==> config.mk <==
export PLATFORM = sky130hd
export DESIGN_NAME = fe_mul_seq
export DESIGN_NICKNAME = d
export VERILOG_FILES = /design/src/rtl/fe_mul_seq.sv
export SDC_FILE = /design/constraint.sdc
export NUM_CORES = 2
export LEC_CHECK = 0
export CORE_MARGIN = 2
export CORE_UTILIZATION = 52
export CTS_CLUSTER_DIAMETER = 120
export DETAILED_ROUTE_END_ITERATION = 12
export PLACE_DENSITY_LB_ADDON = 0.2
export SLEW_MARGIN = 40
export SYNTH_ARGS = -nofsm -noshare
export SYNTH_HDL_FRONTEND = slang
export SYNTH_SLANG_ARGS = --single-unit
==> constraint.sdc <==
create_clock -name clock -period 4.3 [get_ports clock]
set_input_delay 0.86 -clock clock [delete_from_list [all_inputs] [get_ports clock]]
set_output_delay 0.86 -clock clock [all_outputs]
set_load 0.02 [all_outputs]
==> src/rtl/fe_mul_seq.sv <==
// fe_mul_seq: sequences the 25 limb pairs of a 5x5 radix-2^51 product through
// the shared multiply-accumulate unit (MADDL/MADDH), accumulates the partial
// products into ten 64-bit columns and streams them out over valid/ready.
module fe_mul_seq #(
    parameter int MUL_LAT = 2
) (
    input  logic         clock,
    input  logic         reset,
    input  logic         start,
    input  logic [319:0] in_a,
    input  logic [319:0] in_b,
    output logic         busy,
    output logic         mul_req_valid,
    output logic         mul_req_dw,
    output logic [5:0]   mul_req_fn,
    output logic [4:0]   mul_req_tag,
    output logic [63:0]  mul_in1,
    output logic [63:0]  mul_in2,
    output logic [63:0]  mul_in3,
    input  logic [63:0]  mul_resp_data,
    input  logic [4:0]   mul_resp_tag,
    output logic         out_valid,
    input  logic         out_ready,
    output logic [3:0]   out_idx,
    output logic [63:0]  out_data,
    output logic         out_last
);

    localparam int NCOL = 10;
    localparam logic [5:0] FN_MADDL = 6'd50;
    localparam logic [5:0] FN_MADDH = 6'd51;

    typedef enum logic [1:0] {
        S_IDLE,
        S_ISSUE,
        S_DRAIN,
        S_OUT
    } state_t;

    state_t             state_q, state_d;
    logic [319:0]       a_q, b_q;
    logic [2:0]         i_q, i_d;
    logic [2:0]         j_q, j_d;
    logic               hi_q, hi_d;
    logic [3:0]         idx_q, idx_d;
    logic [MUL_LAT-1:0] sr_q, sr_d;
    logic [63:0]        col_q [NCOL];
    logic [63:0]        col_d [NCOL];
    logic               load;
    logic               issue;
    logic               last_op;
    logic               tail;

    assign issue   = (state_q == S_ISSUE);
    // The MADDH half of pair (4,4) is the 50th and final request.
    assign last_op = (i_q == 3'd4) && (j_q == 3'd4) && hi_q;
    // Tail of the strobe shift register: this cycle's response is a real result.
    assign tail    = sr_q[MUL_LAT-1];

    // Next state, pair counters and output beat index.
    always_comb begin
        // NOTE: every signal written here gets a default first, so no path
        // through the case statement can leave one unassigned and infer a latch.
        state_d = state_q;
        i_d     = i_q;
        j_d     = j_q;
        hi_d    = hi_q;
        idx_d   = idx_q;
        load    = 1'b0;
        unique case (state_q)
            S_IDLE: begin
                if (start) begin
                    load    = 1'b1;
                    i_d     = 3'd0;
                    j_d     = 3'd0;
                    hi_d    = 1'b0;
                    idx_d   = 4'd0;
                    state_d = S_ISSUE;
                end
            end
            S_ISSUE: begin
                if (last_op) begin
                    state_d = S_DRAIN;
                end else begin
                    hi_d = ~hi_q;
                    if (hi_q) begin
                        if (j_q == 3'd4) begin
                            j_d = 3'd0;
                            i_d = i_q + 3'd1;
                        end else begin
                            j_d = j_q + 3'd1;
                        end
                    end
                end
            end
            S_DRAIN: begin
                // Leave once the final in-flight result is accumulated this cycle.
                if (sr_d == '0) state_d = S_OUT;
            end
            S_OUT: begin
                if (out_ready) begin
                    if (idx_q == 4'd9) begin
                        idx_d   = 4'd0;
                        state_d = S_IDLE;
                    end else begin
                        idx_d = idx_q + 4'd1;
                    end
                end
            end
            default: state_d = S_IDLE;
        endcase
    end

    // Issue-strobe shift register and column accumulation of returning results.
    always_comb begin
        sr_d = (sr_q << 1) | MUL_LAT'(issue);
        for (int k = 0; k < NCOL; k++) begin
            col_d[k] = load ? 64'd0 : col_q[k];
            if (!load && tail && (mul_resp_tag == 5'(k))) begin
                col_d[k] = col_q[k] + mul_resp_data;
            end
        end
    end

    // State, counters, operand latches and column registers.
    always_ff @(posedge clock) begin
        // NOTE: sequential state uses non-blocking assignments so every register
        // samples the pre-edge values regardless of statement order.
        if (reset) begin
            state_q <= S_IDLE;
            i_q     <= 3'd0;
            j_q     <= 3'd0;
            hi_q    <= 1'b0;
            idx_q   <= 4'd0;
            sr_q    <= '0;
            a_q     <= '0;
            b_q     <= '0;
            // NOTE: the column file is only ten registers, and a reset mid-product
            // must leave nothing stale behind, so it is reset like any other state.
            for (int k = 0; k < NCOL; k++) col_q[k] <= 64'd0;
        end else begin
            state_q <= state_d;
            i_q     <= i_d;
            j_q     <= j_d;
            hi_q    <= hi_d;
            idx_q   <= idx_d;
            sr_q    <= sr_d;
            if (load) begin
                a_q <= in_a;
                b_q <= in_b;
            end
            for (int k = 0; k < NCOL; k++) col_q[k] <= col_d[k];
        end
    end

    // Request port and output beat, both decoded from the current state.
    always_comb begin
        busy          = (state_q != S_IDLE);
        mul_req_valid = issue;
        mul_req_dw    = 1'b1;
        mul_in3       = 64'd0;
        mul_req_fn    = 6'd0;
        mul_req_tag   = 5'd0;
        mul_in1       = 64'd0;
        mul_in2       = 64'd0;
        if (issue) begin
            mul_req_fn  = hi_q ? FN_MADDH : FN_MADDL;
            mul_req_tag = 5'(i_q) + 5'(j_q) + 5'(hi_q);
            mul_in1     = a_q[{i_q, 6'd0} +: 64];
            mul_in2     = b_q[{j_q, 6'd0} +: 64];
        end
        out_valid = (state_q == S_OUT);
        out_idx   = idx_q;
        out_last  = out_valid && (idx_q == 4'd9);
        out_data  = 64'd0;
        if (out_valid) begin
            for (int k = 0; k < NCOL; k++) begin
                if (idx_q == 4'(k)) out_data = col_q[k];
            end
        end
    end

endmodule

# Yosys cells after proc, flatten, opt, wreduce, memory -nomap -nowiden
# Memories as Yosys holds them, arrays and structs flattened.
# Cells that the tools add are included.
[totals] ff_bits=655 ram_bits=640 inputBits=713 output_inout_bits=276 word_cells=169 mem_count=1
[classes] add_sub_neg=15 n_eq_ne=31 shifts=2 n_mux=73 bitwise_logic=12 reduce_logical=27
[mem_list] name="col_q" depth=10 width=64 rd=10 rd_ports_with_merged_regs=0 wr=10 line="47" text="logic [63:0] col_q [NCOL];"
[ops] operator="2-to-1 mux 64 bit" n=43
[ops] operator="adder 64 bit" n=10
[ops] operator="variable part select 320 x 10 -> 64 bit" n=2
[ops] operator="2-to-1 mux 3 bit" n=7
[ops] operator="== test 5 x 3 -> 1 bit, second input constant" n=4
[ops] operator="== test 4 x 3 -> 1 bit, second input constant" n=4
[ops] operator="logical AND 1 bit" n=14
[ops] operator="2-to-1 mux 4 bit" n=3
[ops] operator="one-hot mux 3 bit (2 select lines)" n=2
[ops] operator="== test 5 x 2 -> 1 bit, second input constant" n=2
[ops] operator="== test 5 x 4 -> 1 bit, second input constant" n=2
[ops] operator="2-to-1 mux 2 bit" n=5
[ops] operator="OR 1 bit" n=10
[ops] operator="AND reduction 5 bit" n=2
[ops] operator="== test 4 x 2 -> 1 bit, second input constant" n=2
[ops] operator="== test 4 bit, second input constant" n=2
[ops] operator="2-to-1 mux 1 bit" n=8
[ops] operator="!= test 2 x 1 -> 1 bit, second input constant" n=4
[ops] operator="!= test 2 bit, second input constant" n=4
[ops] operator="one-hot mux 2 bit (4 select lines)" n=1
[ops] operator="one-hot mux 4 bit (2 select lines)" n=1
[ops] operator="adder 3 x 1 -> 3 bit, second input constant" n=2
[ops] operator="== test 3 bit, second input constant" n=2
[ops] operator="2-to-1 mux 6 bit" n=1
[ops] operator="18 further kinds" n=23

# Logic depth before layout (Yosys ltp)
[logic_depth] depth_word=12 ltp_mapped=15 depth_no_buf=15

# Least setup slack after synthesis
# Ideal clock, no wire load.
[synth_timing] path_type="input port to flip-flop" startpoint="input mul_resp_data[1]" endpoint="memory col_q[4][56]" setup_ns=0.063 t_arrival_ns=4.041 t_required_ns=4.237 slack_ns=0.196 path_stages=14 path_buffers=0 cell_sequence="inv_1 fa_1 and2b_1 o21a_1 o21ai_1 a21o_1 a2111oi_0 o22a_1 a21o_2 a41oi_2 o221ai_2 a21oi_2 or4_1 nand3_1"
[synth_lines] item="start: declaration" line="20" text="input logic [63:0] mul_resp_data,"
[synth_lines] item="end: declaration" line="47"

# Worst setup path in the final report
[layout_timing] startpoint="register i_q[2]" endpoint="output mul_in1[6]"
[layout_via] elab_chain_cells=2
[layout_lines] item="start: declaration" line="42" text="logic [2:0] i_q, i_d;"
[layout_lines] item="start signal: assignment" line="143" text="i_q <= i_d;"
[layout_lines] item="variable part select 320 x 10 -> 64 bit" line="169" text="mul_in1 = a_q[{i_q, 6'd0} +: 64];"
[layout_lines] item="2-to-1 mux 64 bit" line="166" text="if (issue) begin"
[layout_lines] item="end: declaration" line="17" text="output logic [63:0] mul_in1,"
# No other way between the ends.

==> impl_metrics.py <==
metrics = {
    "grt": {
        "antenna_found_initial": 72,
        "grt_pass1_wl_um": 557000,
        "grt_pass1_vias": 92599,
        "grt.total_usage_pct": 41.8,
        "grt_max_degree": 202,
        "overflow": 0,
    },
    "clock_network": {
        "cts_sinks": 1295,
        "path_clk_slew_ns": 0.06,
        "h-tree-depth": 4,
        "cts_buffer_depth": 3,
        "cts_buffers": 153,
        "cts-root-buf": "clkbuf_16",
        "hold_buffers": 0,
        "cts_tree": "yes",
        "insertion_delay_ns": 0.85,
    },
    "finish": {
        "fin_nets": 14767,
        "drive_above_1_share_pct": 18.0,
        "fillers": 13396,
        "fin_util_pct": 70.4,
        "area_growth_pct": 34.1,
        "instances_no_fill": 15785,
        "final_area_um2": 118000,
    },
    "yosys": {
        "syn_avg_cell_area_um2": 7.77,
        "synth_top_area_share_pct": 29.5,
        "synthFlopType": "dfxtp_1",
        "syn_inst": 11330,
        "yosysTopAreaCell": "dfxtp_1",
        "ys_warn_count": 0,
        "seq_area_frac_synth_pct": 29.5,
        "synth_async_sr_flop_share_pct": 0,
        "netlist_area_um2": 88000,
        "synth_common_cells": "nand2_1, a21oi_1, dfxtp_1, clkbuf_1, ha_1",
        "synth-seq-cells": 1295,
        "ys_types": 107,
        "yosysMostFrequentCell": "nand2_1",
        "yosys-top-cells-area": "dfxtp_1, a21oi_1, ha_1, nand2_1, a21o_1",
        "synth_edf_count": 0,
    },
    "job": {
        "cap_viol_max_count": 0,
    },
    "sta": {
        "min_period_ns": 4.34,
        "worst_slack_ns": -0.0450,
        "timing.fmax_ghz": 0.230,
        "relSlewSlack_pct": 35.4,
        "period_share_pct": 101,
        "tightest_slew_ns": 0.967,
        "clock_skew_ns": 0.0407,
        "finalMaxSlewViolations": 0,
        "setup_viol": 4,
        "rsz0062_at_grt": "true",
        "hold_viol_final": 0,
        "setup_tns_ns": -0.140,
    },
    "floorplan": {
        "num_rows": 150,
        "fp.dieH_um": 415,
        "io_pins": 989,
        "dieArea_um2": 172000,
        "core_um2": 168000,
        "die_x_um": 415,
        "start_util_pct": 52.5,
    },
    "detailed_routing": {
        "wl_per_cell_um": 24.2,
        "drtPass1Iterations": 7,
        "drc": 0,
        "vias": 98772,
        "drt_first_iter_violations": 12579,
        "wl_um": 382000,
        "antenna_left": 0,
        "vias_per_cell": 6.26,
    },
    "critical_path": {
        "crit_chain": "inv_2 > nor3_2 > buf_12 > a22oi_1 > nor2b_2 > clkdlybuf4s50_1",
        "slowest_stage": "clkdlybuf4s50_1",
        "cp-end-kind": "primary output",
        "required_ns": 3.44,
        "worstPathArrival_ns": 3.48,
        "cp_top_family": "buffers and inverters",
        "crit_type": "flop to primary output",
        "cpPeakStageDelay_ns": 0.68,
        "critical_path_buf_inv_count": 3,
        "critPathMaxFanout": 64,
        "start_kind": "flop",
    },
    "status": {
        "status": "finished, violations left",
        "violations": "negative setup slack",
    },
    "min_path": {
        "hp-class": "flop to flop",
    },
    "power": {
        "ir_drop_mv": 0.428,
        "p_per_area_nw_per_um2": 336,
        "leakage_nw": 51.6,
    },
    "placement": {
        "dpl.cell_count": 15405,
        "hpwl_um": 291000,
        "io_buffers": 920,
        "place.gp.congestion": 1.04,
        "placed_cell_area_um2": 111000,
    },
}
[cell families after synthesis]
group | share of synthesized area, %
compound gates | 28.7
xor+xnor | 5.49
fa+ha+maj | 9.39
buf+inv | 4.46
flops | 29.5
mux | 3.47
other cells | 0.00854
simple gates | 19.0
[path summary, 6_finish.rpt]
check              start           end  slack [ns]  cells after the start
max               i_q[2]    mul_in1[6]       -0.04                      6
min             a_q[255]      a_q[255]        0.45                      2
max reg2reg  col_q[2][0]  col_q[2][62]        0.44                     17
min reg2reg     a_q[255]      a_q[255]        0.45                      2
[layout make-up]
| type | count | area (µm²) | area share (%) |
|---|---|---|---|
| Multi-Input combinational cell | 9130 | 59000 | 50.0 |
| Clock buffer | 209 | 4400 | 3.73 |
| Antenna cell | 54 | 135 | 0.115 |
| Clock inverter | 72 | 1220 | 1.04 |
| Tap cell | 2204 | 2760 | 2.34 |
| Inverter | 150 | 563 | 0.477 |
| Sequential cell | 1295 | 26000 | 22.0 |
| Timing Repair Buffer | 2671 | 23900 | 20.3 |
[sequential cells by signal, summed over array words and instances, names as in the netlist]
register / flops
col_q: 640
out_idx: 4
i_q: 3
j_q: 3
sr_q: 2
a_q: 320
hi_q: 1
b_q: 320
state_q: 2
[metal layers]
layer,GRT usage [%],part of all wire (%),up-vias
met2,61.1,42,5654
met1,57.1,41,47052
met4,21.3,5.4,22
met5,0,0.093,-
met3,9.87,12,904
li1,-,-,45140
[power breakdown]
part           internal [mW]  switching, mW  leakage (nW)
Clock                   8.76           5.91          2.76
Combinational           4.17           6.81          38.3
Sequential              13.2          0.784          10.5
[layout by cell type (no fill, tap or decap), types with 28 or more instances in the layout]
cell / instances
a22o_1: 278
and2_1: 45
clkdlybuf4s50_1: 845
buf_12: 119
diode_2: 54
o21a_1: 76
dfxtp_1: 1287
mux4_2: 128
a221oi_1: 114
ha_1: 640
o211ai_1: 47
and3_1: 74
nor3_1: 97
a21o_1: 490
clkinv_2: 28
a22oi_1: 204
nor2b_1: 224
o21ai_1: 39
nand2b_1: 72
a31oi_1: 208
xor2_1: 228
nand3_1: 424
nand4_1: 123
nand2_1: 2026
a211oi_1: 52
buf_4: 1671
o31ai_1: 31
inv_1: 147
o21bai_1: 95
conb_1: 68
xnor2_1: 323
clkbuf_8: 30
a21oi_1: 1615
clkbuf_16: 158
o21ai_0: 387
nor2_1: 487
[worst reg2reg max path: stages (launching register included)]
cell      delay, ns
dfxtp_1        0.37
ha_1           0.20
inv_1          0.07
fa_1           0.39
nor2b_1        0.18
o31a_1         0.24
o211ai_1       0.19
a21oi_1        0.18
buf_4          0.14
o21ai_1        0.12
a21o_1         0.26
o31a_1         0.34
a211oi_1       0.31
buf_4          0.18
or2_2          0.16
a31oi_1        0.11
xnor2_1        0.14
a22o_1         0.19
[repair_timing]
action | in CTS | in global routing
setup endpoints to repair | 126 | 72
resized for setup | 65 | 80
gates cloned | 3 | 2
pin swaps | 6 | 22
setup buffers | 22 | 17
[stage by stage]
step / power, mW / worst slack, ns / hold slack, ns
6_report: 39.6 / -0.0450 / 0.451
5_1_grt: 40.8 / -0.0417 / 0.466
4_1_cts: 39.3 / 0.00414 / 0.448
3_5_place_dp: 24.6 / -0.809 / 0.444
3_3_place_gp: 24.3 / -0.823 / 0.439
2_1_floorplan: 19.9 / 0.196 / 0.432
(Power assumes the default switching activity.)
